===== config.mk =====
export PLATFORM = sky130hd
export DESIGN_NAME = data_mem_arbiter_flat
export DESIGN_NICKNAME = d
export VERILOG_FILES = /design/src/rtl/data_mem_arbiter_pkg.sv /design/src/rtl/data_mem_arbiter_if.sv /design/src/rtl/data_mem_arbiter_rr_arb2.sv /design/src/rtl/data_mem_arbiter.sv /design/src/flat_wrapper.sv
export SDC_FILE = /design/constraint.sdc
export NUM_CORES = 1
export LEC_CHECK = 0
export CAP_MARGIN = 20
export CORE_MARGIN = 4
export CORE_UTILIZATION = 35
export CTS_BUF_LIST = sky130_fd_sc_hd__clkbuf_4
export DETAILED_ROUTE_END_ITERATION = 10
export PLACE_DENSITY = 0.77
export SLEW_MARGIN = 20
export SYNTH_ARGS = -nofsm -noshare
export SYNTH_HDL_FRONTEND = slang
export SYNTH_SLANG_ARGS = --single-unit

===== constraint.sdc =====
create_clock -name clock -period 1.3 [get_ports clock]
set_input_delay 0.13 -clock clock [delete_from_list [all_inputs] [get_ports clock]]
set_output_delay 0.13 -clock clock [all_outputs]
set_load 0.005 [all_outputs]

===== src/rtl/data_mem_arbiter_pkg.sv =====
`default_nettype none
// ============================================================================
// Module  : data_mem_arbiter_pkg
// Purpose : Shared constants and FSM state encoding for the data-memory
//           arbiter, the data memory and the loader.
// Revision: 1.0 - initial release
// ============================================================================
package data_mem_arbiter_pkg;

  localparam int DMEM_DATA_W = 32;
  localparam int DMEM_ADDR_W = 32;
  localparam int DMEM_IDX_W  = 8;
  localparam int DMEM_WORDS  = 256;

  // Arbiter FSM encoding; values are shared with other users of the memory
  typedef enum logic [1:0] {
    ST_IDLE   = 2'd0,
    ST_ACCESS = 2'd1,
    ST_RESP   = 2'd2
  } arb_state_t;

endpackage : data_mem_arbiter_pkg
`default_nettype wire


===== src/rtl/data_mem_arbiter_if.sv =====
`default_nettype none
// ============================================================================
// Module  : data_mem_arbiter_if
// Purpose : Requester handshakes (two ports) plus the single-port data-memory
//           bus. 'slave' is the arbiter view; 'master' is the environment view
//           (requesters driving req/we/addr/wdata, memory driving mem_rdata).
// Revision: 1.0 - initial release
// ============================================================================
interface data_mem_arbiter_if
  import data_mem_arbiter_pkg::*;
#(
  parameter int DATA_W = DMEM_DATA_W,
  parameter int ADDR_W = DMEM_ADDR_W
);

  // requester 0 (CPU load/store stage)
  logic              req0;
  logic              we0;
  logic [ADDR_W-1:0] addr0;
  logic [DATA_W-1:0] wdata0;
  logic              done0;
  logic              err0;
  logic [DATA_W-1:0] rdata0;

  // requester 1 (debug/loader port)
  logic              req1;
  logic              we1;
  logic [ADDR_W-1:0] addr1;
  logic [DATA_W-1:0] wdata1;
  logic              done1;
  logic              err1;
  logic [DATA_W-1:0] rdata1;

  // data memory side
  logic              mem_read;
  logic              mem_write;
  logic [ADDR_W-1:0] mem_addr;
  logic [DATA_W-1:0] mem_wdata;
  logic [DATA_W-1:0] mem_rdata;

  logic              busy;

  modport slave (
    input  req0, we0, addr0, wdata0,
    input  req1, we1, addr1, wdata1,
    input  mem_rdata,
    output done0, err0, rdata0,
    output done1, err1, rdata1,
    output mem_read, mem_write, mem_addr, mem_wdata,
    output busy
  );

  modport master (
    output req0, we0, addr0, wdata0,
    output req1, we1, addr1, wdata1,
    output mem_rdata,
    input  done0, err0, rdata0,
    input  done1, err1, rdata1,
    input  mem_read, mem_write, mem_addr, mem_wdata,
    input  busy
  );

endinterface : data_mem_arbiter_if
`default_nettype wire


===== src/rtl/data_mem_arbiter_rr_arb2.sv =====
`default_nettype none
// ============================================================================
// Module  : rr_arb2
// Purpose : Combinational two-way round-robin pick. A lone requester always
//           wins; on a tie the port named by rr_ptr_i wins.
// Revision: 1.0 - initial release
// ============================================================================
module rr_arb2 (
  input  wire logic [1:0] req_i,
  input  wire logic       rr_ptr_i,
  output logic            gnt_id_o,
  output logic            any_o
);

  // Pick the winner; gnt_id_o is only meaningful while any_o is high
  always_comb begin
    any_o    = |req_i;
    gnt_id_o = 1'b0;
    if (req_i == 2'b11) begin
      gnt_id_o = rr_ptr_i;
    end else begin
      gnt_id_o = req_i[1];
    end
  end

endmodule : rr_arb2
`default_nettype wire


===== src/rtl/data_mem_arbiter.sv =====
`default_nettype none
// ============================================================================
// Module  : data_mem_arbiter
// Purpose : Shares the single-port data memory between the CPU (port 0) and
//           the debug/loader port (port 1). Round-robin grant, one access in
//           flight: IDLE -> ACCESS (1 cycle strobe) -> RESP (done pulse).
//           Misaligned or out-of-range addresses skip ACCESS and answer
//           with err in RESP without touching memory.
// Revision: 1.0 - initial release
// ============================================================================
module data_mem_arbiter
  import data_mem_arbiter_pkg::*;
#(
  parameter int DATA_W = DMEM_DATA_W,
  parameter int ADDR_W = DMEM_ADDR_W,
  parameter int IDX_W  = DMEM_IDX_W
) (
  input  wire logic        clock,
  input  wire logic        reset,
  data_mem_arbiter_if.slave bus
);

  arb_state_t        state_q;
  arb_state_t        state_d;

  logic              rr_ptr_q;
  logic              gnt_id_q;
  logic              we_q;
  logic              err_q;
  logic [ADDR_W-1:0] addr_q;
  logic [DATA_W-1:0] wdata_q;
  logic [DATA_W-1:0] rdata_q;

  logic              w_any;
  logic              w_gnt_id;
  logic              w_sel_we;
  logic [ADDR_W-1:0] w_sel_addr;
  logic [DATA_W-1:0] w_sel_wdata;
  logic              w_illegal;

  rr_arb2 u_rr_arb2 (
    .req_i    ({bus.req1, bus.req0}),
    .rr_ptr_i (rr_ptr_q),
    .gnt_id_o (w_gnt_id),
    .any_o    (w_any)
  );

  // Steer the winning port's request and classify its address
  always_comb begin
    w_sel_we    = w_gnt_id ? bus.we1    : bus.we0;
    w_sel_addr  = w_gnt_id ? bus.addr1  : bus.addr0;
    w_sel_wdata = w_gnt_id ? bus.wdata1 : bus.wdata0;
    // word index occupies bits [IDX_W+1:2]; anything above must be zero
    w_illegal   = (w_sel_addr[1:0] != 2'b00) ||
                  ((w_sel_addr >> (IDX_W + 2)) != '0);
  end

  // State register
  always_ff @(posedge clock) begin
    if (reset) begin
      state_q <= ST_IDLE;
    end else begin
      state_q <= state_d;
    end
  end

  // Next-state logic; requests are only looked at in IDLE
  always_comb begin
    state_d = state_q;
    case (state_q)
      ST_IDLE: begin
        if (w_any) begin
          state_d = w_illegal ? ST_RESP : ST_ACCESS;
        end
      end
      ST_ACCESS: state_d = ST_RESP;
      ST_RESP:   state_d = ST_IDLE;
      default:   state_d = ST_IDLE;
    endcase
  end

  // Request latches, read-data capture and round-robin pointer update
  always_ff @(posedge clock) begin
    if (reset) begin
      rr_ptr_q <= 1'b0;
      gnt_id_q <= 1'b0;
      we_q     <= 1'b0;
      err_q    <= 1'b0;
      addr_q   <= '0;
      wdata_q  <= '0;
      rdata_q  <= '0;
    end else begin
      case (state_q)
        ST_IDLE: begin
          if (w_any) begin
            gnt_id_q <= w_gnt_id;
            we_q     <= w_sel_we;
            err_q    <= w_illegal;
            addr_q   <= w_sel_addr;
            wdata_q  <= w_sel_wdata;
            // cleared so writes and rejected accesses answer with zero data
            rdata_q  <= '0;
          end
        end
        ST_ACCESS: begin
          if (!we_q) begin
            rdata_q <= bus.mem_rdata;
          end
        end
        ST_RESP: begin
          // the port just served loses the next tie
          rr_ptr_q <= ~gnt_id_q;
        end
        default: ;
      endcase
    end
  end

  // Outputs: memory strobes from state + latched we, responses routed to the granted port
  always_comb begin
    // strobes are killed while reset is held so an aborted write never commits
    bus.mem_read  = (state_q == ST_ACCESS) && !we_q && !reset;
    bus.mem_write = (state_q == ST_ACCESS) &&  we_q && !reset;
    bus.mem_addr  = addr_q;
    bus.mem_wdata = wdata_q;
    bus.busy      = (state_q != ST_IDLE);

    bus.done0  = (state_q == ST_RESP) && !gnt_id_q;
    bus.done1  = (state_q == ST_RESP) &&  gnt_id_q;
    bus.err0   = bus.done0 && err_q;
    bus.err1   = bus.done1 && err_q;
    bus.rdata0 = bus.done0 ? rdata_q : '0;
    bus.rdata1 = bus.done1 ? rdata_q : '0;
  end

endmodule : data_mem_arbiter
`default_nettype wire


===== src/flat_wrapper.sv =====
// flat-port wrapper written by rule: the top's interface ports become plain ports
module data_mem_arbiter_flat import data_mem_arbiter_pkg::*;
#(
  parameter int DATA_W = DMEM_DATA_W,
  parameter int ADDR_W = DMEM_ADDR_W,
  parameter int IDX_W  = DMEM_IDX_W
)
  (clock, reset, bus_req0, bus_we0, bus_addr0, bus_wdata0, bus_req1, bus_we1, bus_addr1, bus_wdata1, bus_mem_rdata, bus_done0, bus_err0, bus_rdata0, bus_done1, bus_err1, bus_rdata1, bus_mem_read, bus_mem_write, bus_mem_addr, bus_mem_wdata, bus_busy);
  data_mem_arbiter_if #(.DATA_W(DATA_W), .ADDR_W(ADDR_W)) bus_i ();
  input  wire logic clock;
  input  wire logic reset;
  input wire logic [$bits(bus_i.req0)-1:0] bus_req0;
  input wire logic [$bits(bus_i.we0)-1:0] bus_we0;
  input wire logic [$bits(bus_i.addr0)-1:0] bus_addr0;
  input wire logic [$bits(bus_i.wdata0)-1:0] bus_wdata0;
  input wire logic [$bits(bus_i.req1)-1:0] bus_req1;
  input wire logic [$bits(bus_i.we1)-1:0] bus_we1;
  input wire logic [$bits(bus_i.addr1)-1:0] bus_addr1;
  input wire logic [$bits(bus_i.wdata1)-1:0] bus_wdata1;
  input wire logic [$bits(bus_i.mem_rdata)-1:0] bus_mem_rdata;
  output wire logic [$bits(bus_i.done0)-1:0] bus_done0;
  output wire logic [$bits(bus_i.err0)-1:0] bus_err0;
  output wire logic [$bits(bus_i.rdata0)-1:0] bus_rdata0;
  output wire logic [$bits(bus_i.done1)-1:0] bus_done1;
  output wire logic [$bits(bus_i.err1)-1:0] bus_err1;
  output wire logic [$bits(bus_i.rdata1)-1:0] bus_rdata1;
  output wire logic [$bits(bus_i.mem_read)-1:0] bus_mem_read;
  output wire logic [$bits(bus_i.mem_write)-1:0] bus_mem_write;
  output wire logic [$bits(bus_i.mem_addr)-1:0] bus_mem_addr;
  output wire logic [$bits(bus_i.mem_wdata)-1:0] bus_mem_wdata;
  output wire logic [$bits(bus_i.busy)-1:0] bus_busy;
  assign bus_i.req0 = bus_req0;
  assign bus_i.we0 = bus_we0;
  assign bus_i.addr0 = bus_addr0;
  assign bus_i.wdata0 = bus_wdata0;
  assign bus_i.req1 = bus_req1;
  assign bus_i.we1 = bus_we1;
  assign bus_i.addr1 = bus_addr1;
  assign bus_i.wdata1 = bus_wdata1;
  assign bus_i.mem_rdata = bus_mem_rdata;
  assign bus_done0 = bus_i.done0;
  assign bus_err0 = bus_i.err0;
  assign bus_rdata0 = bus_i.rdata0;
  assign bus_done1 = bus_i.done1;
  assign bus_err1 = bus_i.err1;
  assign bus_rdata1 = bus_i.rdata1;
  assign bus_mem_read = bus_i.mem_read;
  assign bus_mem_write = bus_i.mem_write;
  assign bus_mem_addr = bus_i.mem_addr;
  assign bus_mem_wdata = bus_i.mem_wdata;
  assign bus_busy = bus_i.busy;
  data_mem_arbiter #(.DATA_W(DATA_W), .ADDR_W(ADDR_W), .IDX_W(IDX_W)) u_core (.clock(clock), .reset(reset), .bus(bus_i));
endmodule

Word level (Yosys, flattened, before mapping):

Index checks and enable logic that the tools add are counted.

* register bits after elaboration: 102
* output and inout bits: 135
* word-level logic and storage cells: 46
* bits of input ports: 166

* mux-type cells: 12
* bitwise operators: 1
* reductions and logical operators: 20
* equal/unequal tests: 5

Operator list (count)
* $mux 32: 6
* $pmux 32 s2: 1
* $reduce_bool 32->1: 1
* $logic_and 1x1->1: 8
* $reduce_bool 2->1: 3
* $eq 2x2->1 const B: 2
* $mux 2: 2
* $ne 2x2->1 const B: 2
* $pmux 2 s2: 1
* $logic_not 1->1: 3
* $reduce_and 3->1: 1
* $eq 2x1->1 const B: 1
* $logic_not 2->1: 1
* $mux 1: 2
* $reduce_and 2->1: 1
* $reduce_or 2->1: 1
* $logic_or 1x1->1: 1
* $not 1->1: 1

Logic depth before layout (Yosys ltp):

Gate-level depths: netlist (run 1).

* depth after elaboration: 8
* gate-level depth with buffers: 7
* depth with buffers taken out: 4

Hierarchy:

Synthesis (run 1) repeated with hierarchy kept, for this count alone.

* cells, all modules: 486
* area, all modules: 4608.2 sq um

Modules (own cells, without submodules)
* data_mem_arbiter: cells an instance 483, seq. area each 2042.0 sq um, area an instance 4590.7 sq um, times used 1
* rr_arb2: cells an instance 3, seq. area each 0.0 sq um, area an instance 17.5 sq um, times used 1

Least setup slack after synthesis (run 1):

No wires, ideal clock.

* kind: reg-to-output
* from: reg u_core.state_q[1]
* to: out bus_rdata0[10]
* required time: 1.170 ns
* path slack: -0.057 ns
* path buffers: 2
* data arrival time: 1.227 ns
* cell stages (with the launch flop): 5
* cells stage by stage: dfxtp_1 -> buf_2 -> nor3b_1 -> clkbuf_1 -> and2_1

* word-level cells in the longest chain between the ends: 3

RTL lines
* start, declared: line data_mem_arbiter.sv:23 `arb_state_t state_q;`
* start signal, assigned: line data_mem_arbiter.sv:63 `state_q <= state_d;`
* $eq 2x2->1: line data_mem_arbiter.sv:128 `bus.done0 = (state_q == ST_RESP) && !gnt_id_q;`
* $logic_and 1x1->1: line data_mem_arbiter.sv:128
* $mux 32: line data_mem_arbiter.sv:132 `bus.rdata0 = bus.done0 ? rdata_q : '0;`
* end, declared: line flat_wrapper.sv:23 `output wire logic [$bits(bus_i.rdata0)-1:0] bus_rdata0;`

Every way passes these cells.

Worst setup path after layout (run 1):

* from: reg u_core.state_q[1]
* to: out bus_rdata0[11]

The elaborated chain is that of the path after synthesis.

==> out/results.txt, run 1 <==
layout net count -> 1144
Slew @ Worst Pin -> 0.414 ns
critical path arrival -> 1.72 ns
syn_area_per_cell -> 8.57 um^2
TritonCTS clock tree -> built
Die ar. -> 0.0164 mm^2
Setup TNS Final -> -56.11 ns
post-synth top area cell -> dfxtp_1
largest net degree at the start of global routing -> 59
clock root cell -> clkbuf_4
Yosys top cell area share -> 0.405
Seq/Total Area, Yosys -> 0.405
Routed WL per cell -> 18.9 um
violated checks -> setup timing
maximum VDD drop -> 0.441 mV
dpl cells -> 1070
gp weighted congestion -> 0.852
slew margin rel. -> 0.721
asr flop ratio synth -> 0
worst hold slack -> 0.202 ns
Std-Cell Rows -> 43
commonest non-fill, non-tap cells in the layout -> clkdlybuf4s50_1, nand2_1, nor2_1
clock skew -> 0.0165 ns
Via density -> 5.09
DR pass1 iterations -> 5
IO buf count -> 300
fin crit share -> 1.42
distinct cell type count after synthesis -> 27
CP Capture Type -> output pin
power density cells -> 757 mW/mm^2
via count of the first global-routing pass -> 5784
Clock Path Buffers -> 2
Vias -> 5922
Total GRT Usage -> 0.248
Mapped Nets -> 755
initial antenna violation count -> 1
ANT nets after route -> 0
Reg clk slew, reported paths -> 0.16 ns
Seq. cell area -> 0.00212 mm^2
core footprint -> 0.0140 mm^2
width of the chip -> 128 um
synthesized flop and latch total -> 102
startpoint types -> flip-flop
DP HPWL -> 13.2 mm
Setup Crit Path Kind -> flip-flop to output pin
Die Height -> 128 um
unrepaired setup endpoints after global routing -> yes
initial DRC count -> 368
yosys synthesis warning count -> 0
status -> finished with violations
mapped cell area -> 0.00504 mm^2
Non-Filler Instances -> 1164
CTS Buf Count -> 9
H-tree levels -> 3
Mapped Cells -> 589
fmax -> 540 MHz
clk sinks -> 102
starting density of the core -> 0.361
fraction of layout cells with a size suffix above 1 -> 0.433
Slew Limit Fails -> 0
Max-cap violations -> 0
leakage power -> 4.38 nW
post-placement cell area -> 0.00856 mm^2
total congestion overflow -> 0
Place WS -> -0.567 ns
Final Hold Fails -> 0
drc violations -> 0
worst-skew pair later-pin latency -> 0.48 ns
global-route wire length before repair -> 31.9 mm
Fill cells -> 1023
post-route minimum period -> 1.85 ns
Min-Delay Path Class -> input port to flip-flop
Setup Viol. Count Final -> 172
commonest non-fill, non-tap cell in the layout -> clkdlybuf4s50_1
final worst setup slack -> -0.550 ns
cell area after layout -> 0.0103 mm^2
Detailed Route WL -> 22.0 mm
prevailing post-synth register cell -> dfxtp_1
Required @ worst endpoint -> 1.17 ns
top cells by area, synth -> dfxtp_1, a311oi_2, nand2_1, and2_1, nor2_1
multi-input logic area -> 0.00303 mm^2
Layout area overhead -> 104%
Crit Path Max Fanout -> 5
top-level port count -> 301
EDFF count, synth -> 0
## layer usage
metal	global-route usage	vias up	routed length (um)
li1	-	2843	-
met1	0.287	2783	8370
met2	0.446	251	11400
met3	0.0579	45	1570
met4	0.0880	0	645
met5	0	-	0
## layout make-up
type | count | share of cell area
Tap cell | 180 | 0.0219
Multi-Input combinational cell | 429 | 0.295
Clock buffer | 9 | 0.00657
Antenna cell | 1 | 0.000243
Inverter | 2 | 0.000730
Timing Repair Buffer | 434 | 0.467
Sequential cell | 102 | 0.206
Clock inverter | 7 | 0.00304
## cells in the mapped netlist (2+ instances only)
library cell / n
a311oi_1: 6
nor3_1: 2
dfxtp_1: 102
a21oi_1: 2
a311oi_2: 59
a22oi_1: 32
buf_6: 7
nor2_1: 100
clkbuf_1: 29
inv_1: 2
nand4_1: 3
buf_2: 17
buf_4: 3
nor4_1: 13
nand2_1: 133
and2_1: 68
## through the flow
step	power, mW	utilization
6_report	7.79	0.735
5_1_grt	8.15	0.735
4_1_cts	7.69	0.703
3_5_place_dp	5.64	0.612
3_3_place_gp	5.62	0.612
2_1_floorplan	4.43	-
## critical path: stages (launching register included)
cell,delay (ns)
dfxtp_4,0.39
nor3b_4,0.22
buf_6,0.18
buf_16,0.13
buf_12,0.10
and2_4,0.13
buf_6,0.09
## repair_timing
action / in CTS / in global routing
gates resized for setup: 510 / 94
cloned: 26 / 4
hold buffers: 0 / 0
buffers inserted: 40 / 13
pin swaps: 92 / 10
setup endpoints to repair: 236 / 182
## cell families (layout without fill, tap and decap cells)
family | count (synthesis) | after routing | share of synthesized area
AND/OR/NAND/NOR | 326 | 326 | 0.290
AO/OA/AOI/OAI | 102 | 102 | 0.243
multiplexers | 1 | 1 | 0.00198
other | 0 | 1 | 0
flip-flops | 102 | 102 | 0.405
buffers and inverters | 58 | 452 | 0.0600
## state kept, by name, summed over array words and instances, names as in the netlist
signal and cells:
u_core.rr_ptr_q 1, u_core.rdata_q 32, u_core.bus.mem_addr 32, u_core.state_q 2, u_core.err_q 1, u_core.gnt_id_q 1
u_core.we_q 1, u_core.bus.mem_wdata 32
## report_power, final
part | internal, mW | total [mW] | switching, mW
clock network | 0.364 | 1.46 | 1.10
registers | 3.37 | 3.50 | 0.126
logic | 1.68 | 2.83 | 1.15
total | 5.42 | 7.79 | 2.37
## path summary, 6_finish.rpt
| path | slack (ns) | cells after the start | to | startpoint |
|---|---|---|---|---|
| setup / recovery | -0.55 | 6 | bus_rdata0[11] | u_core.state_q[1]$_SDFFE_PP0P_ |
| setup reg to reg | -0.30 | 8 | u_core.rdata_q[28]$_SDFFE_PP0P_ | u_core.state_q[1]$_SDFFE_PP0P_ |
| hold / removal | 0.20 | 3 | u_core.bus.mem_wdata[27]$_SDFFE_PP0P_ | bus_wdata0[27] |
| hold reg to reg | 0.50 | 2 | u_core.bus.mem_wdata[27]$_SDFFE_PP0P_ | u_core.bus.mem_wdata[27]$_SDFFE_PP0P_ |
(Power assumes the default switching activity.)
==> inputs of run 2 (changes only) <==
--- a/config.mk
+++ b/config.mk
@@ -6,7 +6,6 @@
 export NUM_CORES = 1
 export LEC_CHECK = 0
 export CAP_MARGIN = 20
-export CORE_MARGIN = 4
 export CORE_UTILIZATION = 35
 export CTS_BUF_LIST = sky130_fd_sc_hd__clkbuf_4
 export DETAILED_ROUTE_END_ITERATION = 10
==> run 2 against run 1 <==
The run still ends with setup timing left. Worst hold slack worse by 0.17 ns. First-iteration DRC count down 7.6%. Cell area up 1.4%. Cell count down 0.43%. Clock skew up 0.0031 ns. Worst setup slack worse by 0.051 ns. Sequential share of layout area down 0.28 points. Wire length up 1.2%. Sequential cell count unchanged. Sequential power about the same. Largest power group unchanged.
==> out/results.txt, run 2 (synthesis results as in run 1) <==
width of the chip -> 122 um (was 128 um)
fin crit share -> 1.46 (was 1.42)
violated checks -> setup timing (unchanged)
Required @ worst endpoint -> 1.17 ns (about the same)
CP Buf/Inv Count -> 5 (was 4)
Place WS -> -0.513 ns (was -0.567 ns)
r2r setup slk -> -0.28 ns (was -0.30 ns)
drc violations -> 0 (unchanged)
Reg clk slew, reported paths -> 0.16 ns (about the same)
initial DRC count -> 340 (was 368)
clock skew -> 0.0196 ns (was 0.0165 ns)
status -> finished with violations (unchanged)
fmax -> 526 MHz (was 540 MHz)
CTS Buf Count -> 9 (unchanged)
critical path arrival -> 1.77 ns (was 1.72 ns)
Min-Delay Path Class -> input port to flip-flop (unchanged)
core footprint -> 0.0140 mm^2 (unchanged)
Slew Limit Fails -> 0 (unchanged)
Setup TNS Final -> -57.72 ns (was -56.11 ns)
via count of the first global-routing pass -> 5790 (was 5784)
Layout area overhead -> 107% (was 104%)
leakage power -> 4.43 nW (was 4.38 nW)
clock root cell -> clkbuf_4 (unchanged)
Finished Core Util -> 0.746 (was 0.735)
Slowest-stage cell, CP -> dfxtp_4 (unchanged)
starting density of the core -> 0.361 (unchanged)
slew margin rel. -> 0.702 (was 0.721)
worst-skew pair later-pin latency -> 0.50 ns (was 0.48 ns)
fraction of layout cells with a size suffix above 1 -> 0.479 (was 0.433)
maximum VDD drop -> 0.558 mV (was 0.441 mV)
CP most frequent cell -> buf_12 (was buf_6)
Clock Path Buffers -> 2 (unchanged)
Fill cells -> 962 (was 1023)
Max-cap violations -> 0 (unchanged)
commonest non-fill, non-tap cell in the layout -> clkdlybuf4s50_1 (unchanged)
IO buf count -> 300 (unchanged)
Critical Path, Cell by Cell -> inv_4 > and3_4 > buf_12 > buf_12 > buf_16 > and2_1 > buf_2 (was nor3b_4 > buf_6 > buf_16 > buf_12 > and2_4 > buf_6)
gp weighted congestion -> 0.856 (was 0.852)
top-level port count -> 301 (unchanged)
final worst setup slack -> -0.602 ns (was -0.550 ns)
Crit Path Max Fanout -> 9 (was 5)
Std-Cell Rows -> 43 (unchanged)
commonest non-fill, non-tap cells in the layout -> clkdlybuf4s50_1, nand2_1, buf_6 (was clkdlybuf4s50_1, nand2_1, nor2_1)
post-route minimum period -> 1.90 ns (was 1.85 ns)
critical path's top delay family -> buffers and inverters (unchanged)
TritonCTS clock tree -> built (unchanged)
DP HPWL -> 12.5 mm (was 13.2 mm)
total congestion overflow -> 0 (unchanged)
DR pass1 iterations -> 4 (was 5)
clk sinks -> 102 (unchanged)
Die ar. -> 0.0149 mm^2 (was 0.0164 mm^2)
unrepaired setup endpoints after global routing -> yes (unchanged)
ANT nets after route -> 0 (unchanged)
global-route wire length before repair -> 30.8 mm (was 31.9 mm)
Total GRT Usage -> 0.272 (was 0.248)
Setup Viol. Count Final -> 171 (was 172)
startpoint types -> flip-flop (unchanged)
Vias -> 6013 (was 5922)
total power -> 8.31 mW (was 7.79 mW)
Setup Crit Path Kind -> flip-flop to output pin (unchanged)
Slew @ Worst Pin -> 0.442 ns (was 0.414 ns)
initial antenna violation count -> 1 (unchanged)
Final Hold Fails -> 0 (unchanged)
power density cells -> 796 mW/mm^2 (was 757 mW/mm^2)
Routed WL per cell -> 19.2 um (was 18.9 um)
H-tree levels -> 3 (unchanged)
layout net count -> 1139 (was 1144)
critical path's largest stage delay -> 0.42 ns (was 0.39 ns)
largest net degree at the start of global routing -> 58 (was 59)
Detailed Route WL -> 22.2 mm (was 22.0 mm)
CP Capture Type -> output pin (unchanged)
Die Height -> 122 um (was 128 um)
Via density -> 5.19 (was 5.09)
run 2: changes by cell type in the layout (fill, tap and decap cells not counted), moves of 5 or more:
cell             previous run  this run
clkdlybuf4s50_1           164       158
clkdlybuf4s15_2             5         0
buf_6                      71        88
and2_4                     47        52
and2_1                     21        16
dlymetal6s2s_1              0         6
nor2_2                     24        33
a22oi_2                     4        26
buf_4                      58        49
a22oi_1                    28         6
nor2_1                     76        66
run 2: worst reg2reg max path: stages (launching register included):
cell and delay [ns]:
dfxtp_4 0.40, buf_6 0.13, nor2_4 0.11, and2_4 0.23
buf_6 0.13, buf_8 0.12, buf_12 0.13, nor2_2 0.04
a311oi_2 0.20
run 2: area by class of cell:
class	count	area [um^2]	share of cell area
antenna	1	2.50	0.000240
clock buffer	10	75.1	0.00720
clock inverter	6	86.3	0.00828
inverter	2	10.0	0.000959
multi-input combinational	429	3210	0.307
sequential	102	2120	0.203
tap	180	225	0.0216
timing repair buffer	429	4710	0.451
run 2: final timing paths:
check / from / end / cells past startpoint
setup reg to reg: u_core.state_q[0]$_SDFFE_PP0P_ / u_core.bus.mem_addr[30]$_SDFFE_PP0P_ / 8
hold / removal: bus_addr0[10] / u_core.bus.mem_addr[10]$_SDFFE_PP0P_ / 3
setup / recovery: u_core.state_q[0]$_SDFFE_PP0P_ / bus_rdata1[17] / 7
hold reg to reg: u_core.bus.mem_wdata[30]$_SDFFE_PP0P_ / u_core.bus.mem_wdata[30]$_SDFFE_PP0P_ / 2
run 2: per-layer routing:
| metal | routed length [um] | track usage |
|---|---|---|
| met1 | 8620 | 0.313 |
| met2 | 11200 | 0.474 |
| met3 | 1600 | 0.0651 |
| met4 | 835 | 0.124 |
| met5 | 0 | 0 |
run 2: what timing repair did:
item | CTS | global route
setup buffers | 43 | 20
endpoints found under the hold margin | 0 | 2
gates cloned | 23 | 6
setup endpoints to repair | 236 | 181
gates resized for setup | 517 | 168
hold buffers | 0 | 2
pin swaps | 76 | 44
run 2: power by group:
| group | internal [mW] | switching [mW] | leakage, nW |
|---|---|---|---|
| registers | 3.37 | 0.130 | 0.857 |
| clock network | 0.799 | 1.16 | 0.0880 |
| logic | 1.65 | 1.19 | 3.48 |
run 2: through the flow:
| stage | instance area [um^2] | hold WS, ns | instances |
|---|---|---|---|
| after global placement | 8540 | 0.483 | 1064 |
| after global routing | 10400 | 0.0116 | 1159 |
| after detailed placement | 8540 | 0.494 | 1064 |
| final | 10400 | 0.0292 | 1159 |
| after CTS | 9760 | 0.111 | 1144 |
| after floorplan | 5100 | 0.289 | 589 |
==> inputs of run 3 (changes only) <==
--- a/config.mk
+++ b/config.mk
@@ -10,7 +10,8 @@
 export CTS_BUF_LIST = sky130_fd_sc_hd__clkbuf_4
 export DETAILED_ROUTE_END_ITERATION = 10
 export PLACE_DENSITY = 0.77
-export SLEW_MARGIN = 20
+export SETUP_SLACK_MARGIN = 0.15
+export SLEW_MARGIN = 25
 export SYNTH_ARGS = -nofsm -noshare
 export SYNTH_HDL_FRONTEND = slang
 export SYNTH_SLANG_ARGS = --single-unit
==> run 3 against run 2 <==
The flow still finishes with violations (setup timing). Combinational power rose by 4%. Count of clock-buffer cells in the layout grew 2. Highest routed layer unchanged. Clock skew increased by 0.0022 ns.
==> out/results.txt, run 3 (synthesis results as in run 1) <==
layout net count -> 1156 (was 1139)
DR pass1 iterations -> 4 (unchanged)
dpl cells -> 1067 (was 1064)
gp weighted congestion -> 0.827 (was 0.856)
Die ar. -> 0.0149 mm^2 (unchanged)
clock root cell -> clkbuf_4 (unchanged)
M3 GR Usage -> 0.0562 (was 0.0651)
largest net degree at the start of global routing -> 40 (was 58)
top-level port count -> 301 (unchanged)
Crit Path Max Fanout -> 5 (was 9)
width of the chip -> 122 um (unchanged)
Crit Reg-Reg Startpoint -> u_core.state_q[1]$_SDFFE_PP0P_ (was u_core.state_q[0]$_SDFFE_PP0P_)
Finished Core Util -> 0.741 (was 0.746)
cell area after layout -> 0.0104 mm^2 (about the same)
Vias -> 5954 (was 6013)
Final Hold Fails -> 0 (unchanged)
Reg clk slew, reported paths -> 0.15 ns (was 0.16 ns)
Required @ worst endpoint -> 1.17 ns (about the same)
Routed WL per cell -> 18.8 um (was 19.2 um)
Clock Path Buffers -> 2 (unchanged)
leakage power -> 4.37 nW (was 4.43 nW)
clk sinks -> 102 (unchanged)
CP most frequent cell -> buf_6 (was buf_12)
Setup Crit Path Kind -> flip-flop to output pin (unchanged)
fin crit share -> 1.56 (was 1.46)
Non-Filler Instances -> 1175 (was 1159)
Detailed Route WL -> 22.1 mm (was 22.2 mm)
initial DRC count -> 263 (was 340)
Min-Delay Path Class -> input port to flip-flop (unchanged)
Slew Limit Fails -> 0 (unchanged)
critical path's largest stage delay -> 0.39 ns (was 0.42 ns)
Die Height -> 122 um (unchanged)
final worst setup slack -> -0.722 ns (was -0.602 ns)
Max-cap violations -> 0 (unchanged)
unrepaired setup endpoints after global routing -> yes (unchanged)
RR Endpoint -> u_core.rdata_q[15]$_SDFFE_PP0P_ (was u_core.bus.mem_addr[30]$_SDFFE_PP0P_)
post-placement cell area -> 0.00859 mm^2 (was 0.00854 mm^2)
Setup Viol. Count Final -> 172 (was 171)
violated checks -> setup timing (unchanged)
H-tree levels -> 3 (unchanged)
Layout area overhead -> 105% (was 107%)
TritonCTS clock tree -> built (unchanged)
total power -> 7.97 mW (was 8.31 mW)
Via density -> 5.07 (was 5.19)
r2r setup slk -> -0.53 ns (was -0.28 ns)
fraction of layout cells with a size suffix above 1 -> 0.554 (was 0.479)
initial antenna violation count -> 1 (unchanged)
ANT nets after route -> 0 (unchanged)
CTS Buf Count -> 9 (unchanged)
status -> finished with violations (unchanged)
M2 GR Usage -> 0.488 (was 0.474)
Total GRT Usage -> 0.281 (was 0.272)
via count of the first global-routing pass -> 5848 (was 5790)
post-route minimum period -> 2.02 ns (was 1.90 ns)
met1 Usage GRT -> 0.334 (was 0.313)
total congestion overflow -> 0 (unchanged)
commonest non-fill, non-tap cells in the layout -> clkdlybuf4s50_1, nand2_1, buf_6 (unchanged)
CP Capture Type -> output pin (unchanged)
core footprint -> 0.0140 mm^2 (unchanged)
Std-Cell Rows -> 43 (unchanged)
startpoint types -> flip-flop (unchanged)
maximum VDD drop -> 0.477 mV (was 0.558 mV)
fmax -> 494 MHz (was 526 MHz)
global-route wire length before repair -> 31.8 mm (was 30.8 mm)
power density cells -> 769 mW/mm^2 (was 796 mW/mm^2)
Slew @ Worst Pin -> 0.442 ns (about the same)
critical path arrival -> 1.89 ns (was 1.77 ns)
IO buf count -> 300 (unchanged)
Critical Path Source -> u_core.state_q[1]$_SDFFE_PP0P_ (was u_core.state_q[0]$_SDFFE_PP0P_)
starting density of the core -> 0.361 (unchanged)
clock skew -> 0.0218 ns (was 0.0196 ns)
worst-skew pair later-pin latency -> 0.48 ns (was 0.50 ns)
Critical Path, Cell by Cell -> nor3b_4 > buf_4 > buf_6 > buf_16 > buf_6 > buf_8 > and2_4 > buf_6 (was inv_4 > and3_4 > buf_12 > buf_12 > buf_16 > and2_1 > buf_2)
DP HPWL -> 12.6 mm (was 12.5 mm)
slew margin rel. -> 0.703 (was 0.702)
Most Used Layer, Global Route -> met2 (unchanged)
Setup crit end -> bus_rdata0[9] (was bus_rdata1[17])
drc violations -> 0 (unchanged)
commonest non-fill, non-tap cell in the layout -> clkdlybuf4s50_1 (unchanged)
FF-to-FF path depth -> 10 (was 8)
Slowest-stage cell, CP -> dfxtp_4 (unchanged)
[run 3: cell count changes in the layout (fill, tap and decap cells not counted), sizes merged, moves of 2 or more]
cell,delta
buf,+79
dlygate4sd2,-60
clkdlybuf4s50,+6
dlymetal6s2s,-5
and2,+2
bufinv,-2
clkdlybuf4s15,-2
dlygate4sd3,-2
[run 3: per-layer routing]
| layer | routed length, um | up-vias |
|---|---|---|
| met2 | 11300 | 248 |
| met5 | 0 | - |
| met4 | 727 | 0 |
| li1 | - | 2861 |
| met1 | 8600 | 2792 |
| met3 | 1400 | 53 |
[run 3: how the worst min path moves through the flow]
| stage | startpoint | end | cells after the start |
|---|---|---|---|
| after floorplan | bus_wdata1[27] | u_core.bus.mem_wdata[27]$_SDFFE_PP0P_ | 2 |
| after global placement | u_core.state_q[1]$_SDFFE_PP0P_ | u_core.state_q[1]$_SDFFE_PP0P_ | 1 |
| after detailed placement | u_core.state_q[1]$_SDFFE_PP0P_ | u_core.state_q[1]$_SDFFE_PP0P_ | 1 |
| after CTS | reset | u_core.bus.mem_addr[26]$_SDFFE_PP0P_ | 3 |
| after global routing | reset | u_core.bus.mem_wdata[8]$_SDFFE_PP0P_ | 3 |
| final | reset | u_core.gnt_id_q$_SDFFE_PP0P_ | 3 |
[run 3: cell type report]
| type | instances | area, um^2 |
|---|---|---|
| Clock inverter | 3 | 13.8 |
| Clock buffer | 12 | 90.1 |
| Inverter | 2 | 7.51 |
| Tap cell | 180 | 225 |
| Sequential cell | 102 | 2130 |
| Multi-Input combinational cell | 431 | 3180 |
| Antenna cell | 1 | 2.50 |
| Timing Repair Buffer | 444 | 4710 |
| Fill cell | 979 | 3620 |
[run 3: repair_timing]
item                                    4_1_cts  5_1_grt
resized for setup                           625      230
buffers inserted                             44       18
hold buffers                                  0        0
cloned                                       28        3
endpoints found under the setup margin      236      173
pin swaps                                    41       58
[run 3: critical path, delay by kind of cell (launching register included)]
family | cells | cell delay, ns
DFF | 1 | 0.39
and+or+nand+nor | 2 | 0.38
buffers and inverters | 6 | 0.66
[run 3: power by group]
| group | switching, mW | internal [mW] | total (mW) |
|---|---|---|---|
| Clock | 1.08 | 0.439 | 1.52 |
| Sequential | 0.135 | 3.38 | 3.51 |
| Combinational | 1.20 | 1.73 | 2.94 |
| Total | 2.42 | 5.55 | 7.97 |
[run 3: through the flow]
stage	hold slack, ns	setup slack, ns	TNS, ns
after floorplan	0.288	0.0355	0
after global placement	0.449	-0.473	-54.35
after detailed placement	0.456	-0.500	-56.20
after CTS	0.114	-0.785	-68.56
after global routing	0.131	-0.822	-91.64
final	0.142	-0.722	-79.64
